===== src/rtl/core_pkg.sv =====
// Shared definitions for the pipeline hazard controller.
//   hz_state_e  : controller FSM states
//   sb_entry_t  : one load-scoreboard slot {valid, destination register},
//                 shown at the core's default register-address width
//   SB_DEPTH    : scoreboard depth for the core's default load latency
//   sb_depth()  : scoreboard depth for any load latency; a load stays
//                 visible for its LOAD_LAT stall slots plus one
//                 forwardable slot
package core_pkg;

    localparam int DEF_RA_W     = 5;
    localparam int DEF_LOAD_LAT = 1;
    localparam int SB_DEPTH     = DEF_LOAD_LAT + 1;

    typedef enum logic [1:0] {
        RUN,
        FREEZE,
        REDIRECT
    } hz_state_e;

    typedef struct packed {
        logic                v;
        logic [DEF_RA_W-1:0] rd;
    } sb_entry_t;

    function automatic int sb_depth(input int load_lat);
        return load_lat + 1;
    endfunction

endpackage


===== src/rtl/load_scoreboard.sv =====
// Shift-register scoreboard of in-flight loads plus load-use match logic.
// Ports:
//   clk, rst_n  : clock, synchronous active-low reset
//   shift       : advance one slot (pipe enabled)
//   load_v      : a surviving load is entering EX this cycle
//   load_rd     : its destination register
//   rs, rt      : ID-stage source registers
//   use_rs/rt   : ID instruction actually reads that source
//   hit         : a source depends on a load whose data is not yet forwardable
module load_scoreboard
    import core_pkg::*;
#(
    parameter int RA_W     = 5,
    parameter int LOAD_LAT = 1
) (
    input  logic            clk,
    input  logic            rst_n,
    input  logic            shift,
    input  logic            load_v,
    input  logic [RA_W-1:0] load_rd,
    input  logic [RA_W-1:0] rs,
    input  logic [RA_W-1:0] rt,
    input  logic            use_rs,
    input  logic            use_rt,
    output logic            hit
);

    localparam int DEPTH = sb_depth(LOAD_LAT);

    typedef struct packed {
        logic            v;
        logic [RA_W-1:0] rd;
    } slot_t;

    slot_t slots [DEPTH];

    // Slot index equals cycles since the load left EX; frozen cycles hold.
    always_ff @(posedge clk) begin
        if (!rst_n) begin
            for (int i = 0; i < DEPTH; i++) begin
                slots[i] <= '0;
            end
        end else if (shift) begin
            slots[0] <= '{v: load_v, rd: load_rd};
            for (int i = 1; i < DEPTH; i++) begin
                slots[i] <= slots[i-1];
            end
        end
    end

    // Only the first LOAD_LAT slots stall; the last slot is forwardable.
    // r0 is hard-wired zero so a load to it never creates a dependency.
    always_comb begin
        hit = 1'b0;
        for (int i = 0; i < LOAD_LAT; i++) begin
            if (slots[i].v && (slots[i].rd != '0) &&
                ((use_rs && (slots[i].rd == rs)) ||
                 (use_rt && (slots[i].rd == rt)))) begin
                hit = 1'b1;
            end
        end
    end

endmodule


===== src/rtl/hazard_ctrl_sb.sv =====
// Pipeline hazard controller for the 5-stage core with variable load latency.
// Generates load-use stalls, freezes on D-cache busy, defers EX redirects
// that arrive while frozen, and counts stall cycles.
// Ports:
//   clk, rst_n        : clock, synchronous active-low reset
//   i_rs_id/i_rt_id   : ID sources;  i_use_rs_id/i_use_rt_id : sources used
//   i_ld_ex, i_rd_ex  : load entering EX and its destination
//   i_dmem_busy       : D-cache not ready, whole pipe freezes
//   i_redirect_ex     : EX mispredict / JR resolved
//   i_jump_id         : J/JAL in ID;  i_pred_tk_if : predicted-taken fetch
//   o_pc_en, o_ifid_en, o_pipe_en           : stage enables
//   o_flush_ifid, o_flush_idex, o_flush_exmem : stage flushes
//   o_stall_cnt       : saturating count of cycles with o_pc_en low
module hazard_ctrl_sb
    import core_pkg::*;
#(
    parameter int RA_W     = 5,
    parameter int LOAD_LAT = 1,
    parameter int CNT_W    = 16
) (
    input  logic             clk,
    input  logic             rst_n,
    input  logic [RA_W-1:0]  i_rs_id,
    input  logic [RA_W-1:0]  i_rt_id,
    input  logic             i_use_rs_id,
    input  logic             i_use_rt_id,
    input  logic             i_ld_ex,
    input  logic [RA_W-1:0]  i_rd_ex,
    input  logic             i_dmem_busy,
    input  logic             i_redirect_ex,
    input  logic             i_jump_id,
    input  logic             i_pred_tk_if,
    output logic             o_pc_en,
    output logic             o_ifid_en,
    output logic             o_pipe_en,
    output logic             o_flush_ifid,
    output logic             o_flush_idex,
    output logic             o_flush_exmem,
    output logic [CNT_W-1:0] o_stall_cnt
);

    hz_state_e        state;
    hz_state_e        state_nxt;
    logic             pending;
    logic             pending_nxt;
    logic             hit;
    logic [CNT_W-1:0] stall_cnt;

    // A load killed by the ID/EX bubble (stall or redirect) never enters.
    load_scoreboard #(
        .RA_W    (RA_W),
        .LOAD_LAT(LOAD_LAT)
    ) u_sb (
        .clk    (clk),
        .rst_n  (rst_n),
        .shift  (o_pipe_en),
        .load_v (i_ld_ex & ~o_flush_idex),
        .load_rd(i_rd_ex),
        .rs     (i_rs_id),
        .rt     (i_rt_id),
        .use_rs (i_use_rs_id),
        .use_rt (i_use_rt_id),
        .hit    (hit)
    );

    always_ff @(posedge clk) begin
        if (!rst_n) begin
            state     <= RUN;
            pending   <= 1'b0;
            stall_cnt <= '0;
        end else begin
            state   <= state_nxt;
            pending <= pending_nxt;
            if (!o_pc_en && (stall_cnt != '1)) begin
                stall_cnt <= stall_cnt + CNT_W'(1);
            end
        end
    end

    // Busy overrides everything; a redirect seen while frozen is remembered
    // and replayed as a single flush cycle after the release cycle.
    always_comb begin
        state_nxt     = state;
        pending_nxt   = pending;
        o_pc_en       = 1'b1;
        o_ifid_en     = 1'b1;
        o_pipe_en     = 1'b1;
        o_flush_ifid  = 1'b0;
        o_flush_idex  = 1'b0;
        o_flush_exmem = 1'b0;

        if (i_dmem_busy) begin
            o_pc_en     = 1'b0;
            o_ifid_en   = 1'b0;
            o_pipe_en   = 1'b0;
            state_nxt   = FREEZE;
            pending_nxt = pending | i_redirect_ex;
        end else begin
            case (state)
                FREEZE:   state_nxt = pending ? REDIRECT : RUN;
                REDIRECT: begin
                    state_nxt   = RUN;
                    pending_nxt = 1'b0;
                end
                default:  state_nxt = RUN;
            endcase

            if ((state == REDIRECT) || i_redirect_ex) begin
                o_flush_ifid  = 1'b1;
                o_flush_idex  = 1'b1;
                o_flush_exmem = 1'b1;
            end else if (hit) begin
                o_pc_en      = 1'b0;
                o_ifid_en    = 1'b0;
                o_flush_idex = 1'b1;
            end else if (i_jump_id || i_pred_tk_if) begin
                o_flush_ifid = 1'b1;
            end
        end
    end

    assign o_stall_cnt = stall_cnt;

endmodule


===== config.mk =====
export PLATFORM = sky130hd
export DESIGN_NAME = hazard_ctrl_sb
export DESIGN_NICKNAME = d
export VERILOG_FILES = /design/src/rtl/core_pkg.sv /design/src/rtl/load_scoreboard.sv /design/src/rtl/hazard_ctrl_sb.sv
export SDC_FILE = /design/constraint.sdc
export NUM_CORES = 1
export LEC_CHECK = 0
export BUFFER_PORTS_ARGS = -buffer_cell sky130_fd_sc_hd__buf_2
export CELL_PAD_IN_SITES_DETAIL_PLACEMENT = 0
export CELL_PAD_IN_SITES_GLOBAL_PLACEMENT = 1
export CORE_ASPECT_RATIO = 1.2
export CORE_UTILIZATION = 32
export DETAILED_ROUTE_END_ITERATION = 12
export PLACE_DENSITY_LB_ADDON = 0.1
export SLEW_MARGIN = 30
export SYNTH_ARGS = -nofsm -noshare
export SYNTH_HDL_FRONTEND = slang
export SYNTH_SLANG_ARGS = --single-unit

===== constraint.sdc =====
create_clock -name clk -period 2.06 [get_ports clk]
set_input_delay 0.206 -clock clk [delete_from_list [all_inputs] [get_ports clk]]
set_output_delay 0.206 -clock clk [all_outputs]
set_load 0.01 [all_outputs]

### Word-level counts from Yosys, hierarchy flattened

Memory sizes are Yosys's and may differ from the RTL's.
Cells that the tools add are included.

| cells by class | value |
|---|---|
| reductions and logical operators | 12 |
| eq/ne operators | 5 |
| bitwise operators | 7 |
| multiplexer cells | 24 |
| add/subtract/negate cells | 1 |

Operators with widths:

| kind | number |
|---|---|
| two-way mux 1 bit | 21 |
| adder 16 x 1 -> 16 bit (second input constant) | 1 |
| != test 16 bit (second input constant) | 1 |
| two-way mux 6 bit | 2 |
| == test 5 bit | 2 |
| logical AND 1 bit | 5 |
| nonzero test 5 bit | 1 |
| logical OR 1 bit | 3 |
| inverter 1 bit | 3 |
| OR 1 bit | 3 |
| OR reduction 3 bit | 1 |
| == test 2 x 1 -> 1 bit (second input constant) | 1 |
| == test 2 bit (second input constant) | 1 |
| two-way mux 2 bit | 1 |
| nonzero test 2 bit | 1 |
| bitwise AND 1 bit | 1 |
| zero test 1 bit | 1 |

| storage, ports and cells | value |
|---|---|
| output and inout port bits | 22 |
| logic and storage cells | 54 |
| bits in registers | 19 |
| bits in writable memories | 12 |
| memories | 1 |

Memory list:

| name | depth | width | read ports | clocked after memory_dff | wr ports | RTL line | text |
|---|---|---|---|---|---|---|---|
| u_sb.slots | 2 | 6 | 1 | 0 | 2 | load_scoreboard.sv:35 | `slot_t slots [DEPTH];` |

### Logic depth before layout (Yosys ltp)

Gate-level depths: netlist of the first run.
An unclocked memory read counts as a cell.

| depth | value |
|---|---|
| depth in word-level cells | 12 |
| mapped depth | 8 |
| depth with buffers taken out | 7 |

### By module

From an unflattened synthesis of the first run, not the netlist that was laid out.

| second synthesis, totals | value |
|---|---|
| cell total of the unflattened synthesis | 161 |
| area, all modules | 1457.6 µm² |

Modules (own cells, without submodules):

| module | instances | cells an instance | area an instance (µm²) |
|---|---|---|---|
| hazard_ctrl_sb | 1 | 131 | 1106.1 |
| load_scoreboard | 1 | 30 | 351.6 |

### Worst setup path after synthesis of the first run

Ideal clock, no wire load.

| path | value |
|---|---|
| path kind | register to register |
| from | register stall_cnt[0], in the netlist o_stall_cnt[0] |
| to | register stall_cnt[1], in the netlist o_stall_cnt[1] |
| cell stages (with the launch flop) | 9 |
| period minus slack after synthesis | 2030 ps |
| data required time | 1943 ps |
| setup slack | 30 ps |
| arrival | 1913 ps |
| cells stage by stage | dfxtp_1 > ha_1 > nand4_1 > nor4_1 > nor3_1 > a21oi_4 > buf_6 > mux2i_1 > nor2_1 |

| on the way | value |
|---|---|
| cells in the longest elaborated chain, start to end | 2 |
| elaborated cells on any way between the ends | 3 |

Ends and longest elaborated chain:

| item | RTL line | text |
|---|---|---|
| from (decl) | hazard_ctrl_sb.sv:47 | `logic [CNT_W-1:0] stall_cnt;` |
| from (signal assigned) | hazard_ctrl_sb.sv:75 | `stall_cnt <= stall_cnt + CNT_W'(1);` |
| parallel branches: the longest is 2 deep, another holds adder 16 x 1 -> 16 bit | -- |  |

Several ways; the timed one is not identified.
A chain may end at the register's enable or synchronous reset.

### Worst setup path after layout of the first run

| path | value |
|---|---|
| from | memory u_sb.slots[0][2] (netlist bit) |
| to | output o_flush_ifid |

| on the way | value |
|---|---|
| cells in the longest elaborated chain, start to end | 9 |
| elaborated cells on any way between the ends | 13 |

Ends and longest elaborated chain:

| item | RTL line | text |
|---|---|---|
| from (decl) | load_scoreboard.sv:35 |  |
| memory (2 x 6 bit) (*) | -- |  |
| == test 5 bit (on tied branches) | load_scoreboard.sv:57, load_scoreboard.sv:58 |  |
| logical AND 1 bit (on tied branches) | load_scoreboard.sv:57, load_scoreboard.sv:58 |  |
| logical OR 1 bit | load_scoreboard.sv:57 | `((use_rs && (slots[i].rd == rs)) \|\|` |
| logical AND 1 bit (*) | load_scoreboard.sv:56 | `if (slots[i].v && (slots[i].rd != '0) &&` |
| two-way mux 1 bit (*) | load_scoreboard.sv:56 |  |
| two-way mux 1 bit (*) | hazard_ctrl_sb.sv:112 | `end else if (hit) begin` |
| two-way mux 1 bit (*) | hazard_ctrl_sb.sv:108 | `if ((state == REDIRECT) \|\| i_redirect_ex) begin` |
| two-way mux 1 bit (*) | hazard_ctrl_sb.sv:92 | `if (i_dmem_busy) begin` |
| to (decl) | hazard_ctrl_sb.sv:36 | `output logic o_flush_ifid,` |

Mark *: on every way between the ends. The rest lies on a longest branch, timed or not.

==> flow_summary.ini, run 1 <==
[clocking]
cts_sinks = 25
cts_root_buffer = clkbuf_8
clk_latency_ps = 270
clkTransAtPathRegs_ps = 90
cts_buffer_depth = 2
cts_tree = built
numCtsBuffers = 3
cts_max_level = 1
ctsHoldBuffers = 0

[power]
seq_power_share_pct = 52.6
power_density_nw_per_um2 = 538
clkPwrFrac_pct = 29.3
pwr-share-comb_pct = 18.1
p_leak_nw = 0.774
total_power_w = 0.00101
switching_share_pct = 25.5
worst_ir_drop_vdd_uv = 246
p_int_w = 0.000753
switchingPower_w = 0.000258

[final_layout]
drive_gt1_share_pct = 42.0
final_cell_mix = buf_2 (45), a21oi_1 (15), dfxtp_1 (15), buf_4 (15), nand2_1 (10)
postLayoutCoreUtil_pct = 47.0
antennaDiodeCount = 0
fin_nets = 238
area_growth_pct = 39.0
mostFrequentLayoutCell = buf_2

[yosys]
ys_types = 41
synthFlopType = dfxtp_1
synth_seq_area_share_pct = 41.4
synth-edff-count = 6
yosys_warnings = 0
syn_area_per_cell_um2 = 9.08
netlist_instances = 149
async_flop_share_pct = 0
ys_ff_latch = 25
syn_nets = 174
synthesis.area_um2 = 1350

[timing]
min_period_ps = 2110
worstMarginPinSlew_ps = 337
setup_viol = 3
maxSlewHeadroom_pct = 77.3
drv_slew = 0
setup_ws_ps = -46.2
clock_skew_ps = 1.30
rsz0062_at_grt = true
post-route-period-util_pct = 102
tns_ps = -97.2
fmax_mhz = 475
hold_viol = 0

[worst_setup_path]
required_ps = 1850
slowest_stage = or4_4
path_class = reg -> out
arrival_ps = 1900
start_kind = register
cp_cell_sequence = or4_4 > o21ai_4 > nand2b_4 > o21ai_2 > a21oi_1 > buf_2
cp-end-kind = output pin
cpPeakStageDelay_ps = 550
worstPathMaxFanout = 4

[drt]
drcViolationCount = 0
final_antenna_net_count = 0
first_iter_violations = 36
viasPerCell = 4.93
routed-via-count = 1312
first_pass_iters = 4
wire_per_inst_um = 13.3
wl_um = 3530

[floorplan]
initial_utilization_pct = 33.8
core-area_um2 = 4000
rows = 25
dieArea_um2 = 4490
io_pins = 46
die_y_um = 73.2
die_w_um = 61.4

[global_route]
grt_antenna_before_repair = 0
gr-usage-all-layers_pct = 15.3
grt_pass1_vias = 1161
overflow = 0
grt_pass1_wl_um = 5130
grt_max_degree = 20

[placed_design]
hpwl_um = 2490
pre_cts_ws_ps = 54.6
port_buffers = 45
gp_congestion = 0.680

[outcome]
status = finished, violations left
violations = setup timing

[min_path]
hold_class = in -> reg

[job]
drv_cap = 0
-- cells in the mapped netlist, types with 4 or more instances --
cell | instances | area share, %
dfxtp_1 | 19 | 28
a21oi_1 | 16 | 5.9
nand2_1 | 10 | 2.8
xnor2_1 | 10 | 6.5
nor2_1 | 9 | 2.5
o21ai_0 | 9 | 3.3
or3_1 | 8 | 3.7
nand3_1 | 7 | 2.6
and3_1 | 6 | 2.8
edfxtp_1 | 6 | 13
nand4_1 | 4 | 1.8
-- cells by family after synthesis --
family,count (synthesis),share of synthesized area [%]
AOI/OAI and AO/OA,34,15.6
DFF,25,41.4
adders and majority gates,1,0.925
buffers and inverters,9,3.98
muxes,2,1.48
xor gates and xnor gates,12,7.77
and+or+nand+nor,66,28.8
-- registers in the layout, indices dropped and copies added, names as in the netlist --
register / count
pending: 1
state: 2
o_stall_cnt: 16
u_sb.slots: 6
-- repair_timing --
action,CTS,global route
resized for setup,4,10
pin swaps,7,8
setup buffers,6,3
setup endpoints to repair,4,19
cloned,0,1
-- critical path, delay by kind of cell (launching register included) --
family | cells | cell delay, ps
compound gates | 3 | 340
buf+inv | 1 | 140
flops | 1 | 440
simple gates | 2 | 720
-- final cells by class --
| cell class | count | area [um2] |
|---|---|---|
| clock buffer | 4 | 45.0 |
| fill | 446 | 2120 |
| inverter | 5 | 26.3 |
| multi-input combinational | 115 | 782 |
| sequential | 25 | 566 |
| tap | 54 | 67.6 |
| timing repair buffer | 63 | 394 |
-- final timing paths --
path,end,slack (ps),startpoint,cells past startpoint
max,o_flush_ifid,-50,u_sb.slots[0][2]$_SDFFCE_PN0P_,6
min,pending$_SDFFE_PN0P_,210,i_redirect_ex,3
max reg2reg,o_stall_cnt[5]$_SDFFE_PN0P_,-40,u_sb.slots[0][2]$_SDFFCE_PN0P_,9
min reg2reg,state[1]$_SDFF_PP0_,430,state[1]$_SDFF_PP0_,1
-- power groups by stage --
stage,clock network (W),registers (W),logic [W]
3_5_place_dp,0,0.000546,0.000144
5_1_grt,0.000325,0.000535,0.000199
3_3_place_gp,0,0.000545,0.000142
2_1_floorplan,0,0.000547,0.0000819
6_report,0.000296,0.000532,0.000183
4_1_cts,0.000306,0.000532,0.000164
-- per-layer routing --
metal,share of wire (%),global-route usage (%)
met1,43,17.1
met4,0.82,4.44
met5,0,0
met2,52,29.1
met3,4.4,1.95
-- stage by stage --
stage / instances / area (um2) / hold WS (ps)
after floorplan: 149 / 1350 / 354
after global placement: 252 / 1690 / 395
after detailed placement: 252 / 1690 / 420
after CTS: 262 / 1800 / 199
after global routing: 266 / 1880 / 221
final: 266 / 1880 / 207
No activity file was read; power rests on OpenSTA's default activity.
==> inputs of run 2 (changes only) <==
--- a/config.mk
+++ b/config.mk
@@ -11,7 +11,8 @@
 export CORE_ASPECT_RATIO = 1.2
 export CORE_UTILIZATION = 32
 export DETAILED_ROUTE_END_ITERATION = 12
-export PLACE_DENSITY_LB_ADDON = 0.1
+export PLACE_DENSITY = 0.8
+export SETUP_SLACK_MARGIN = 0.5
 export SLEW_MARGIN = 30
 export SYNTH_ARGS = -nofsm -noshare
 export SYNTH_HDL_FRONTEND = slang
==> run 2 against run 1 <==
Effect of this change:
- hold slack better by 22 ps
- non-clock buffer count down 5
- sequential cell count unchanged
- utilization up 1.8 points
- routed wire length down 5.0%
- die area unchanged
- power down 2.0%
- global-route usage down 0.33 points
- the run still ends with setup timing left
- maximum frequency up 0.94%
- design area up 3.8%
==> flow_summary.ini, run 2 (synthesis gave the netlist of run 1 again) <==
[timing]
drv_slew = 0
worstMarginPinSlew_ps = 339
maxSlewHeadroom_pct = 77.2
rsz0062_at_grt = true
hold_viol = 0
setup_ws_ps = -26.6
min_period_ps = 2090
tns_ps = -26.6
post-route-period-util_pct = 101
setup_viol = 1
fmax_mhz = 479
hold_slack_ps = 228
clock_skew_ps = 2.53

[clocking]
clk_latency_ps = 270
cts_root_buffer = clkbuf_8
cts_max_level = 1
clkTransAtPathRegs_ps = 90
cts_buffer_depth = 2
cts_sinks = 25
numCtsBuffers = 3
cts_tree = built

[drt]
first_pass_iters = 4
wl_um = 3360
routed-via-count = 1319
drcViolationCount = 0
wire_per_inst_um = 12.9
final_antenna_net_count = 0
viasPerCell = 5.05
first_iter_violations = 22

[min_path]
hold_class = in -> reg
worstHoldPathCells = 3

[final_layout]
area_growth_pct = 44.3
largest_reg_flops = 16
drive_gt1_share_pct = 50.2
final_cell_mix = buf_2 (45), a21oi_1 (11), dfxtp_1 (10), nand2_1 (9), nor2_1 (9)
fillers = 415
antennaDiodeCount = 0
fin_nets = 233
mostFrequentLayoutCell = buf_2

[worst_setup_path]
start_kind = register
r2r_setup_slack_ps = 30
required_ps = 1850
critical_path.startpoint = u_sb.slots[0][2]$_SDFFCE_PN0P_
worstPathMaxFanout = 3
path_class = reg -> out
reg2reg_from = u_sb.slots[0][3]$_SDFFCE_PN0P_
arrival_ps = 1880
cp-end-kind = output pin
reg2regPathDepth = 9
reg2reg_to = o_stall_cnt[5]$_SDFFE_PN0P_
cp-endpoint = o_flush_ifid

[floorplan]
core-area_um2 = 4000
die_w_um = 61.4
io_pins = 46
dieArea_um2 = 4490
rows = 25
die_y_um = 73.2
initial_utilization_pct = 33.8

[global_route]
gr-usage-all-layers_pct = 14.9
overflow = 0
grt_pass1_wl_um = 5040
grt_pass1_vias = 1136
grt_antenna_before_repair = 0
grt_max_degree = 20

[placed_design]
hpwl_um = 2340
gp_congestion = 0.707
port_buffers = 45

[outcome]
violations = setup timing
status = finished, violations left

[power]
p_leak_nw = 0.775
worst_ir_drop_vdd_uv = 329
power_density_nw_per_um2 = 508

[job]
drv_cap = 0
-- run 2: power by group --
group	internal [W]	total, W	switching [W]
Combinational	0.0000881	0.000171	0.0000833
Sequential	0.000513	0.000527	0.0000146
Clock	0.000138	0.000292	0.000154
Total	0.000739	0.000991	0.000252
-- run 2: timing repair --
item                       4_1_cts  5_1_grt
setup endpoints to repair       21       22
buffers inserted                 6        0
hold buffers                     0        0
resized for setup               18       18
pin swaps                        9        5
-- run 2: how the worst min path moves through the flow --
stage                        start                     endpoint  slack, ps
2_1_floorplan                rst_n  o_stall_cnt[7]$_SDFFE_PN0P_        340
3_3_place_gp   state[1]$_SDFF_PP0_          state[1]$_SDFF_PP0_        400
3_5_place_dp   state[1]$_SDFF_PP0_          state[1]$_SDFF_PP0_        400
4_1_cts              i_redirect_ex         pending$_SDFFE_PN0P_        210
5_1_grt              i_redirect_ex         pending$_SDFFE_PN0P_        220
6_report             i_redirect_ex         pending$_SDFFE_PN0P_        230
-- run 2: final cells by class --
cell class	instances	area (um2)	share of cell area, %
timing repair buffer	58	350	17.9
tap	54	67.6	3.46
multi-input combinational	115	878	45.0
sequential	25	584	29.9
clock buffer	4	45.0	2.31
inverter	5	26.3	1.35
-- run 2: stage by stage --
step | setup slack (ps) | instance area, um2 | util [%] | total power (W) | std cells
floorplan | 164 | 1380 | - | 0.000631 | 149
global placement | 167 | 1710 | 42.6 | 0.000689 | 251
detailed placement | 127 | 1710 | 42.6 | 0.000690 | 251
CTS | -42.2 | 1870 | 46.8 | 0.00100 | 261
global route | -113 | 1950 | 48.8 | 0.00104 | 261
finish | -26.6 | 1950 | 48.8 | 0.000991 | 261
-- run 2: per-layer routing --
layer	up-vias	track usage [%]	share of wire, %
met5	-	0	0
met4	0	4.69	1.4
met3	7	3.55	6.5
met2	40	23.9	46
met1	610	19.7	46
li1	662	-	-
-- run 2: worst max-delay path, cell delays in order (launching register included) --
cell	delay, ps
edfxtp_1	450
or4_4	530
o21ai_4	180
nand2b_4	160
o21ai_2	50
a21oi_1	110
buf_2	140
==> inputs of run 3 (changes only) <==
==> constraint.sdc (replaced) <==
create_clock -name clk -period 2.06 [get_ports clk]
set_input_delay 0.412 -clock clk [delete_from_list [all_inputs] [get_ports clk]]
set_output_delay 0.412 -clock clk [all_outputs]
set_load 0.01 [all_outputs]
==> run 3 against run 2 <==
Effect of this change:
- the run still ends with setup timing left
- non-clock buffer count up 2
- clock-buffer cell count unchanged
- routed wire length down 2.1%
- critical path depth unchanged
- sequential share of layout area about the same
- design area down 2.1%
- maximum frequency down 7.5%
- sequential cell count unchanged
- sequential power up 2%
- worst setup slack worse by 170 ps
- power up 2.5%
- critical endpoint unchanged
- largest cell class unchanged
- largest power group unchanged
- highest routed layer unchanged
==> flow_summary.ini, run 3 (synthesis gave the netlist of run 1 again) <==
[floorplan]
initial_utilization_pct = 33.8
die_y_um = 73.2
io_pins = 46
rows = 25
core-area_um2 = 4000
dieArea_um2 = 4490
die_w_um = 61.4

[placed_design]
hpwl_um = 2330
gp_congestion = 0.680
port_buffers = 45
pre_cts_ws_ps = 37.1
place_area_um2 = 1720

[drt]
wl_um = 3290
viasPerCell = 4.97
drcViolationCount = 0
final_antenna_net_count = 0
wire_per_inst_um = 12.5
first_iter_violations = 34
first_pass_iters = 4
routed-via-count = 1306

[final_layout]
postLayoutCoreUtil_pct = 47.8
fin_area_um2 = 1910
area_growth_pct = 41.4
drive_gt1_share_pct = 47.8
largest_reg_flops = 16
antennaDiodeCount = 0
mostFrequentLayoutCell = buf_2
final_cell_mix = buf_2 (45), a21oi_1 (15), buf_4 (12), dfxtp_2 (10), dfxtp_1 (9)
fillers = 420
fin_nets = 235

[min_path]
hold_class = reg -> reg

[global_route]
grt_pass1_wl_um = 4800
grt_antenna_before_repair = 0
grt_pass1_vias = 1136
grt_max_degree = 20
gr-usage-all-layers_pct = 14.3
overflow = 0

[worst_setup_path]
start_kind = register
worstPathMaxFanout = 3
path_class = reg -> out
arrival_ps = 1840
cp-end-kind = output pin
required_ps = 1650

[timing]
maxSlewHeadroom_pct = 76.4
tns_ps = -804
setup_ws_ps = -196
drv_slew = 0
setup_viol = 8
rsz0062_at_grt = true
worstMarginPinSlew_ps = 351
fmax_mhz = 443
hold_viol = 0
post-route-period-util_pct = 109
min_period_ps = 2260
clock_skew_ps = 5.71

[clocking]
clk_latency_ps = 280
cts_buffer_depth = 2
cts_tree = built
cts_sinks = 25
ctsHoldBuffers = 0
cts_root_buffer = clkbuf_8
numCtsBuffers = 3
cts_max_level = 1
clkTransAtPathRegs_ps = 90

[power]
power_density_nw_per_um2 = 532
p_leak_nw = 0.786
worst_ir_drop_vdd_uv = 374

[job]
drv_cap = 0

[outcome]
violations = setup timing
status = finished, violations left
[run 3: path summary, 6_finish.rpt]
| kind | start | endpoint | slack [ps] | cells after the start |
|---|---|---|---|---|
| setup / recovery | u_sb.slots[0][2]$_SDFFCE_PN0P_ | o_flush_ifid | -200 | 6 |
| hold reg to reg | state[1]$_SDFF_PP0_ | state[1]$_SDFF_PP0_ | 400 | 1 |
| setup reg to reg | u_sb.slots[0][2]$_SDFFCE_PN0P_ | o_stall_cnt[5]$_SDFFE_PN0P_ | -90 | 9 |
| hold / removal | state[1]$_SDFF_PP0_ | state[1]$_SDFF_PP0_ | 400 | 1 |
[run 3: through the flow]
| stage | total power [W] | hold slack (ps) | cells |
|---|---|---|---|
| 6_report | 0.00102 | 400 | 263 |
| 3_3_place_gp | 0.000686 | 395 | 254 |
| 4_1_cts | 0.00101 | 400 | 262 |
| 5_1_grt | 0.00105 | 412 | 263 |
| 3_5_place_dp | 0.000688 | 401 | 254 |
| 2_1_floorplan | 0.000630 | 388 | 149 |
[run 3: cell type report]
cell class                 instances  area [um2]  share of cell area, %
timing repair buffer              60         358                   18.7
multi-input combinational        115         842                   44.0
sequential                        25         573                   30.0
clock buffer                       4        45.0                   2.36
inverter                           5        26.3                   1.37
tap                               54        67.6                   3.53
[run 3: critical path, stage by stage, from the launching register on]
cell and delay, ps:
edfxtp_1 400, or4_4 560, o21ai_4 160, nand2b_4 160, o21ai_2 50, a21oi_1 100, buf_2 140
[run 3: power breakdown]
| group | switching (W) | leakage, nW | total (W) | internal (W) |
|---|---|---|---|---|
| clock | 0.000166 | 0.0228 | 0.000305 | 0.000139 |
| combinational | 0.0000857 | 0.539 | 0.000176 | 0.0000907 |
| sequential | 0.0000151 | 0.224 | 0.000535 | 0.000520 |
[run 3: what timing repair did]
| item | CTS | global route |
|---|---|---|
| endpoints found under the setup margin | 22 | 22 |
| setup buffers | 4 | 1 |
| gates resized for setup | 11 | 11 |
| pin swaps | 5 | 5 |
[run 3: routing by layer]
metal  global-route usage [%]  part of all wire, %  vias to the layer above
met1                     17.5                   45                      593
li1                         -                    -                      668
met5                        0                    0                        -
met4                     7.41                  1.8                        0
met2                     24.0                   48                       40
met3                     1.60                  5.1                        5
